--- config.mk ---
export PLATFORM = sky130hd
export DESIGN_NAME = uart_rx_sched
export DESIGN_NICKNAME = d
export VERILOG_FILES = /design/src/rtl/uart_pkg.sv /design/src/rtl/uart_rx_sched_tick.sv /design/src/rtl/uart_rx_sched.sv
export SDC_FILE = /design/constraint.sdc
export NUM_CORES = 1
export LEC_CHECK = 0
export CORE_MARGIN = 2
export CORE_UTILIZATION = 50
export DETAILED_ROUTE_END_ITERATION = 10
export GPL_TIMING_DRIVEN = 0
export PLACE_DENSITY = 0.75
export SYNTH_ARGS = -nofsm -noshare
export SYNTH_HDL_FRONTEND = slang
export SYNTH_SLANG_ARGS = --single-unit
--- constraint.sdc ---
create_clock -name sys_clk -period 1.8 [get_ports sys_clk]
set_clock_uncertainty 0.05 [all_clocks]
set_input_delay 0.18 -clock sys_clk [delete_from_list [all_inputs] [get_ports sys_clk]]
set_output_delay 0.18 -clock sys_clk [all_outputs]
set_load 0.02 [all_outputs]
--- src/rtl/uart_pkg.sv ---
// Shared types and constants for the UART receive bit-timing scheduler.
package uart_pkg;

    typedef enum logic [2:0] {IDLE, START, DATA, STOP, BREAK} state_t;

    localparam int OVS_DEF       = 16;
    localparam int DATA_BITS_DEF = 8;
    localparam int MID           = OVS_DEF / 2;
    localparam int BIT_CNT_W     = 3;

    function automatic logic maj3(input logic a, input logic b, input logic c);
        return (a & b) | (a & c) | (b & c);
    endfunction

endpackage

--- src/rtl/uart_rx_sched_tick.sv ---
// Oversample tick-enable: DIV_W down-counter reloading from a divisor that is
// captured only while load_en is high.
module uart_tick_gen #(
    parameter int DIV_W = 16
) (
    input  logic             clk,
    input  logic             rst,
    input  logic             load_en,
    input  logic [DIV_W-1:0] divisor,
    output logic             tick
);

    logic [DIV_W-1:0] div_q;
    logic [DIV_W-1:0] cnt;

    always_ff @(posedge clk) begin
        if (!rst) begin
            div_q <= '0;
            cnt   <= '0;
        end else begin
            if (load_en)
                div_q <= divisor;
            cnt <= (cnt == '0) ? div_q : cnt - 1'b1;
        end
    end

    assign tick = (cnt == '0);

endmodule

--- src/rtl/uart_rx_sched.sv ---
// UART receive bit-timing scheduler on sys_clk with a single oversample tick.
// Define UART_RX_MAJORITY_EN to sample by 3-tick majority vote around mid-bit.
module uart_rx_sched
    import uart_pkg::*;
#(
    parameter int DIV_W     = 16,
    parameter int OVS       = OVS_DEF,
    parameter int DATA_BITS = DATA_BITS_DEF
) (
    input  logic             sys_clk,
    input  logic             rst,
    input  logic             enable,
    input  logic [DIV_W-1:0] divisor,
    input  logic             rx,
    output logic             sample_stb,
    output logic             sample_bit,
    output logic [2:0]       bit_idx,
    output logic             busy,
    output logic             frame_done,
    output logic             frame_err,
    output logic             false_start
);

    localparam int OS_W  = $clog2(OVS);
    localparam int HALF  = OVS / 2;
`ifdef UART_RX_MAJORITY_EN
    localparam int SP    = HALF + 1;
`else
    localparam int SP    = HALF;
`endif
    localparam logic [OS_W-1:0]      OS_SP    = OS_W'(SP);
    localparam logic [OS_W-1:0]      OS_LAST  = OS_W'(OVS - 1);
    localparam logic [BIT_CNT_W-1:0] BIT_LAST = BIT_CNT_W'(DATA_BITS - 1);

    state_t               state, state_n;
    logic [OS_W-1:0]      os_cnt, os_n;
    logic [BIT_CNT_W-1:0] bit_cnt, bit_n;
    logic                 rx_meta, rx_s;
    logic                 tick, samp, at_sp, at_last;
    logic                 stb_n, done_n, err_n, fs_n, sbit_n;
    logic [2:0]           idx_n;

    uart_tick_gen #(.DIV_W(DIV_W)) u_tick (
        .clk     (sys_clk),
        .rst     (rst),
        .load_en (state == IDLE),
        .divisor (divisor),
        .tick    (tick)
    );

`ifdef UART_RX_MAJORITY_EN
    logic vote_a, vote_b;

    always_ff @(posedge sys_clk) begin
        if (!rst) begin
            vote_a <= 1'b1;
            vote_b <= 1'b1;
        end else if (tick) begin
            if (os_cnt == OS_W'(HALF - 1)) vote_a <= rx_s;
            if (os_cnt == OS_W'(HALF))     vote_b <= rx_s;
        end
    end

    assign samp = maj3(vote_a, vote_b, rx_s);
`else
    assign samp = rx_s;
`endif

    assign at_sp   = (os_cnt == OS_SP);
    assign at_last = (os_cnt == OS_LAST);
    assign busy    = (state != IDLE);

    always_comb begin
        state_n = state;
        os_n    = os_cnt;
        bit_n   = bit_cnt;
        stb_n   = 1'b0;
        done_n  = 1'b0;
        err_n   = 1'b0;
        fs_n    = 1'b0;
        sbit_n  = sample_bit;
        idx_n   = bit_idx;
        if (!enable) begin
            state_n = IDLE;
            os_n    = '0;
            bit_n   = '0;
            sbit_n  = 1'b0;
            idx_n   = '0;
        end else if (tick) begin
            // The start-edge tick is tick 0 of the start bit.
            os_n = at_last ? '0 : os_cnt + 1'b1;
            case (state)
                IDLE: begin
                    if (!rx_s) state_n = START;
                    else       os_n    = '0;
                end
                START: begin
                    if (at_sp && samp) begin
                        fs_n    = 1'b1;
                        state_n = IDLE;
                        os_n    = '0;
                    end else if (at_last) begin
                        state_n = DATA;
                        bit_n   = '0;
                    end
                end
                DATA: begin
                    if (at_sp) begin
                        stb_n  = 1'b1;
                        sbit_n = samp;
                        idx_n  = bit_cnt;
                    end
                    if (at_last) begin
                        if (bit_cnt == BIT_LAST) begin
                            state_n = STOP;
                            bit_n   = '0;
                        end else begin
                            bit_n = bit_cnt + 1'b1;
                        end
                    end
                end
                STOP: begin
                    if (at_sp) begin
                        if (samp) begin
                            done_n  = 1'b1;
                            state_n = IDLE;
                            os_n    = '0;
                        end else begin
                            err_n   = 1'b1;
                            state_n = BREAK;
                        end
                    end
                end
                BREAK: begin
                    if (rx_s) begin
                        state_n = IDLE;
                        os_n    = '0;
                    end
                end
                default: begin
                    state_n = IDLE;
                    os_n    = '0;
                end
            endcase
        end
    end

    always_ff @(posedge sys_clk) begin
        if (!rst) begin
            state       <= IDLE;
            os_cnt      <= '0;
            bit_cnt     <= '0;
            rx_meta     <= 1'b1;
            rx_s        <= 1'b1;
            sample_stb  <= 1'b0;
            sample_bit  <= 1'b0;
            bit_idx     <= '0;
            frame_done  <= 1'b0;
            frame_err   <= 1'b0;
            false_start <= 1'b0;
        end else begin
            rx_meta     <= rx;
            rx_s        <= rx_meta;
            state       <= state_n;
            os_cnt      <= os_n;
            bit_cnt     <= bit_n;
            sample_stb  <= stb_n;
            sample_bit  <= sbit_n;
            bit_idx     <= idx_n;
            frame_done  <= done_n;
            frame_err   <= err_n;
            false_start <= fs_n;
        end
    end

endmodule

==> run_summary.xml <==
<?xml version="1.0" encoding="UTF-8"?>
<metrics>
  <group name="outcome">
    <metric name="status" unit="">complete, but fails checks</metric>
    <metric name="violations" unit="">negative setup slack</metric>
  </group>
  <group name="logic_synthesis">
    <metric name="yosys_most_used_dff" unit="">sky130_fd_sc_hd__dfxtp_1</metric>
    <metric name="synth_area_per_cell" unit="um^2">8.750</metric>
    <metric name="synth_cell_type_count" unit="">58</metric>
    <metric name="yosysSeqAreaShare" unit="">0.4204</metric>
    <metric name="ys_seq_elements" unit="">52</metric>
    <metric name="synthTopCellsByArea" unit="">sky130_fd_sc_hd__dfxtp_1 42%, sky130_fd_sc_hd__nand2_1 7.3%, sky130_fd_sc_hd__nor3_1 4.9%</metric>
    <metric name="asyncSetResetFlopFracSynth" unit="">0</metric>
    <metric name="yosysTopAreaCell" unit="">sky130_fd_sc_hd__dfxtp_1</metric>
    <metric name="gate_count_post_synth" unit="">283</metric>
    <metric name="synth-compound-area-share" unit="">0.1683</metric>
    <metric name="post-synth-top-count-cell" unit="">sky130_fd_sc_hd__dfxtp_1</metric>
    <metric name="netlist_area" unit="um^2">2476</metric>
    <metric name="synth.mux.area_fraction" unit="">0.02425</metric>
    <metric name="yosys_warnings" unit="">0</metric>
    <metric name="synth.net_count" unit="">308</metric>
    <metric name="synth_simple_gate_area_frac" unit="">0.2784</metric>
    <metric name="yosys.area_share.adder" unit="">0.02527</metric>
    <metric name="post_synth_most_frequent_cells" unit="">52 x sky130_fd_sc_hd__dfxtp_1, 48 x sky130_fd_sc_hd__nand2_1, 24 x sky130_fd_sc_hd__nor3_1</metric>
    <metric name="synth_xor_xnor_area_share" unit="">0.03537</metric>
    <metric name="post-synth-top-area-fraction" unit="">0.4204</metric>
    <metric name="main_combinational_cell_family_by_area_after_synthesis" unit="">simple AND/OR/NAND/NOR gates</metric>
    <metric name="synth-edff-count" unit="">0</metric>
  </group>
  <group name="critical_path">
    <metric name="arrival" unit="ns">2.01</metric>
    <metric name="type_of_destination_of_the_critical_path" unit="">register</metric>
    <metric name="startpoint_type" unit="">register</metric>
    <metric name="worst_setup_path_startpoint" unit="">u_tick.cnt[1]$_SDFF_PN0_</metric>
    <metric name="critical_path_class" unit="">register to register</metric>
    <metric name="critical_path.reg2reg.startpoint" unit="">u_tick.cnt[1]$_SDFF_PN0_</metric>
    <metric name="cp_data_required_time" unit="ns">1.96</metric>
    <metric name="critical_path.max_fanout" unit="">3</metric>
  </group>
  <group name="cells_and_area">
    <metric name="layout.cell_area.non_filler" unit="um^2">3443</metric>
    <metric name="layout-drive-gt1-share" unit="">0.3086</metric>
    <metric name="layout.filler_cells" unit="">357</metric>
    <metric name="fin_cells" unit="">404</metric>
    <metric name="final_net_count" unit="">361</metric>
    <metric name="diodes" unit="">0</metric>
    <metric name="area.growth.synth_to_final" unit="%">39.06</metric>
  </group>
  <group name="drt">
    <metric name="drt_pass1_iterations" unit="">4</metric>
    <metric name="wl_per_cell" unit="um">15.58</metric>
    <metric name="ant_nets" unit="">0</metric>
    <metric name="vias" unit="">2287</metric>
    <metric name="vias_per_cell" unit="">5.661</metric>
    <metric name="drc_errors" unit="">0</metric>
    <metric name="postRouteWirelength" unit="um">6293</metric>
    <metric name="drt_iter0_markers" unit="">155</metric>
  </group>
  <group name="clock_network">
    <metric name="cts.sink_count" unit="">52</metric>
    <metric name="number_of_buffers_inserted_during_clock_tree_synthesis" unit="">5</metric>
    <metric name="cts.htree.levels" unit="">2</metric>
    <metric name="cts_tree" unit="">done</metric>
    <metric name="cts_hold_buf" unit="">0</metric>
    <metric name="maximum_number_of_buffers_from_clock_root_to_sink" unit="">2</metric>
    <metric name="cts.root.buffer_cell" unit="">sky130_fd_sc_hd__clkbuf_8</metric>
    <metric name="worst_skew_pair_latency" unit="ns">0.31</metric>
    <metric name="clk_transition_reported_paths" unit="ns">0.09</metric>
  </group>
  <group name="placed_design">
    <metric name="buffer_ports.inserted" unit="">28</metric>
    <metric name="detailed_place.area" unit="um^2">2867</metric>
    <metric name="dp_slack" unit="ns">-0.7352</metric>
    <metric name="finalWeightedCongestion" unit="">0.8628</metric>
    <metric name="dp.final_hpwl" unit="um">3715</metric>
    <metric name="place_inst" unit="">378</metric>
  </group>
  <group name="die">
    <metric name="die_w" unit="um">74.37</metric>
    <metric name="area_of_the_core" unit="um^2">4755</metric>
    <metric name="fp.dieArea" unit="um^2">5531</metric>
    <metric name="num_io_pins" unit="">29</metric>
    <metric name="chipHeight" unit="um">74.37</metric>
    <metric name="row_count" unit="">25</metric>
    <metric name="initial_core_util" unit="">0.5208</metric>
  </group>
  <group name="sta">
    <metric name="setup_violations" unit="">4</metric>
    <metric name="slew_headroom" unit="">0.6342</metric>
    <metric name="fin_tns_setup" unit="ns">-0.1271</metric>
    <metric name="final_number_of_hold_violating_endpoints" unit="">0</metric>
    <metric name="finalWorstPathRequiredPeriod" unit="ns">1.847</metric>
    <metric name="final-max-slew-violation-count" unit="">0</metric>
    <metric name="min_period_over_period" unit="">1.026</metric>
    <metric name="grt_setup_unrepaired" unit="">yes</metric>
    <metric name="timing_worst_slew_pin_value" unit="ns">0.5447</metric>
    <metric name="achievable-frequency" unit="MHz">541.4</metric>
    <metric name="final_critical_path_setup_slack" unit="ns">-0.04722</metric>
  </group>
  <group name="worst_hold_path">
    <metric name="hold_removal_path_class" unit="">input pin to register</metric>
    <metric name="min_from" unit="">divisor[0]</metric>
  </group>
  <group name="global_route">
    <metric name="grt_pass1_wl" unit="um">9977</metric>
    <metric name="grt.overflow.total" unit="">0</metric>
    <metric name="gr-usage-all-layers" unit="">0.2371</metric>
    <metric name="number_of_antenna_violations_at_the_first_check_in_global_routing" unit="">0</metric>
    <metric name="grt_start_max_net_pins" unit="">17</metric>
    <metric name="first_global_vias" unit="">2089</metric>
  </group>
  <group name="power_and_ir_drop">
    <metric name="worst_ir_drop_vdd" unit="uV">708.3</metric>
    <metric name="power_leakage" unit="nW">1.273</metric>
    <metric name="cellPowerDensity" unit="nW/um^2">1237</metric>
  </group>
  <group name="run">
    <metric name="drv.max_cap_violation_count" unit="">0</metric>
  </group>
</metrics>
[area by class of cell]
type | instances | area [um^2] | share of cell area
inverters | 9 | 38.79 | 0.01126
well taps | 67 | 83.83 | 0.02435
clock buffers | 8 | 90.09 | 0.02616
plain buffers | 12 | 92.59 | 0.02689
flip-flops and latches | 52 | 1064 | 0.3089
repair buffers | 52 | 462.9 | 0.1344
multi-input cells | 204 | 1612 | 0.4680
[per-stage QoR]
stage	hold slack, ns	power, W	util
floorplan	0.2030	0.002514	-
global placement	0.3387	0.002808	0.6029
detailed placement	0.3690	0.002827	0.6029
CTS	0.3627	0.003874	0.6782
global route	0.3775	0.004502	0.7242
finish	0.3653	0.004259	0.7242
[path summary, 6_finish.rpt]
kind                                                      to  slack, ns  cells past startpoint
worst min-delay path            u_tick.div_q[0]$_SDFFE_PN0P_       0.37                      3
worst max-delay path               u_tick.cnt[13]$_SDFF_PN0_      -0.05                      5
worst min register to register               rx_s$_SDFF_PN1_       0.39                      1
worst max register to register     u_tick.cnt[13]$_SDFF_PN0_      -0.05                      5
[cells by family (layout without fill, tap and decap cells)]
family                   after synthesis  after routing
XOR/XNOR                              10             10
AND/OR/NAND/NOR                      124            124
adder cells (fa/ha/maj)                5              5
flip-flops                            52             52
multiplexers                           6              6
buffers and inverters                 27             81
AO/OA/AOI/OAI                         59             59
[registers in the layout, summed over array words and instances, names as in the netlist]
name	count
false_start	1
u_tick.div_q	16
state	3
sample_bit	1
sample_stb	1
os_cnt	4
frame_done	1
rx_s	1
u_tick.cnt	16
bit_cnt	3
rx_meta	1
bit_idx	3
frame_err	1
[where the power goes]
group,internal (W),total [W],switching [W]
clock,0.000314,0.000685,0.000370
combinational,0.000978,0.00209,0.00111
sequential,0.00130,0.00149,0.000183
[worst max-delay path, stage by stage, from the launching register on]
cell	delay [ns]
sky130_fd_sc_hd__dfxtp_2	0.34
sky130_fd_sc_hd__buf_4	0.14
sky130_fd_sc_hd__nor4_4	0.32
sky130_fd_sc_hd__nand2_1	0.17
sky130_fd_sc_hd__or4_1	0.45
sky130_fd_sc_hd__a311oi_2	0.29
[repair_timing]
action	CTS	global route
buffers inserted	16	7
resized for setup	39	50
cloned	1	0
pin swaps	8	13
setup endpoints to repair	50	40
[layer usage]
layer	GRT usage	wire length (um)	vias up
met3	0.04065	204	11
met5	0	0	-
met1	0.2987	2682	1084
met4	0.08333	101	0
met2	0.4090	3305	51
li1	-	-	1141
[cell usage in the layout (no fill, tap or decap), types with 2 or more instances in the layout]
master / instances
sky130_fd_sc_hd__clkdlybuf4s50_1: 27
sky130_fd_sc_hd__o31ai_1: 4
sky130_fd_sc_hd__dfxtp_2: 6
sky130_fd_sc_hd__dfxtp_4: 4
sky130_fd_sc_hd__a311oi_2: 4
sky130_fd_sc_hd__dfxtp_1: 42
sky130_fd_sc_hd__or4_1: 2
sky130_fd_sc_hd__a211oi_2: 5
sky130_fd_sc_hd__nor2_1: 7
sky130_fd_sc_hd__clkbuf_2: 4
sky130_fd_sc_hd__buf_4: 22
sky130_fd_sc_hd__nand4_1: 4
sky130_fd_sc_hd__xnor2_1: 8
sky130_fd_sc_hd__mux2i_1: 6
sky130_fd_sc_hd__a31oi_1: 2
sky130_fd_sc_hd__nor3_4: 2
sky130_fd_sc_hd__nand2b_1: 4
sky130_fd_sc_hd__o21a_1: 2
sky130_fd_sc_hd__nand2_1: 46
sky130_fd_sc_hd__nor4_4: 5
sky130_fd_sc_hd__inv_2: 4
sky130_fd_sc_hd__buf_2: 2
sky130_fd_sc_hd__nor3_2: 5
sky130_fd_sc_hd__nor3_1: 18
sky130_fd_sc_hd__o21ai_0: 4
sky130_fd_sc_hd__nor3b_1: 2
sky130_fd_sc_hd__nor4_1: 3
sky130_fd_sc_hd__ha_1: 2
sky130_fd_sc_hd__or3b_4: 2
sky130_fd_sc_hd__nand3_1: 3
sky130_fd_sc_hd__ha_4: 2
sky130_fd_sc_hd__or4_4: 3
sky130_fd_sc_hd__or2_2: 2
sky130_fd_sc_hd__clkbuf_8: 6
sky130_fd_sc_hd__inv_1: 4
sky130_fd_sc_hd__clkbuf_1: 4
sky130_fd_sc_hd__nand3b_1: 2
sky130_fd_sc_hd__a21oi_1: 22
sky130_fd_sc_hd__buf_6: 6
No activity file was read; power rests on OpenSTA's default activity.
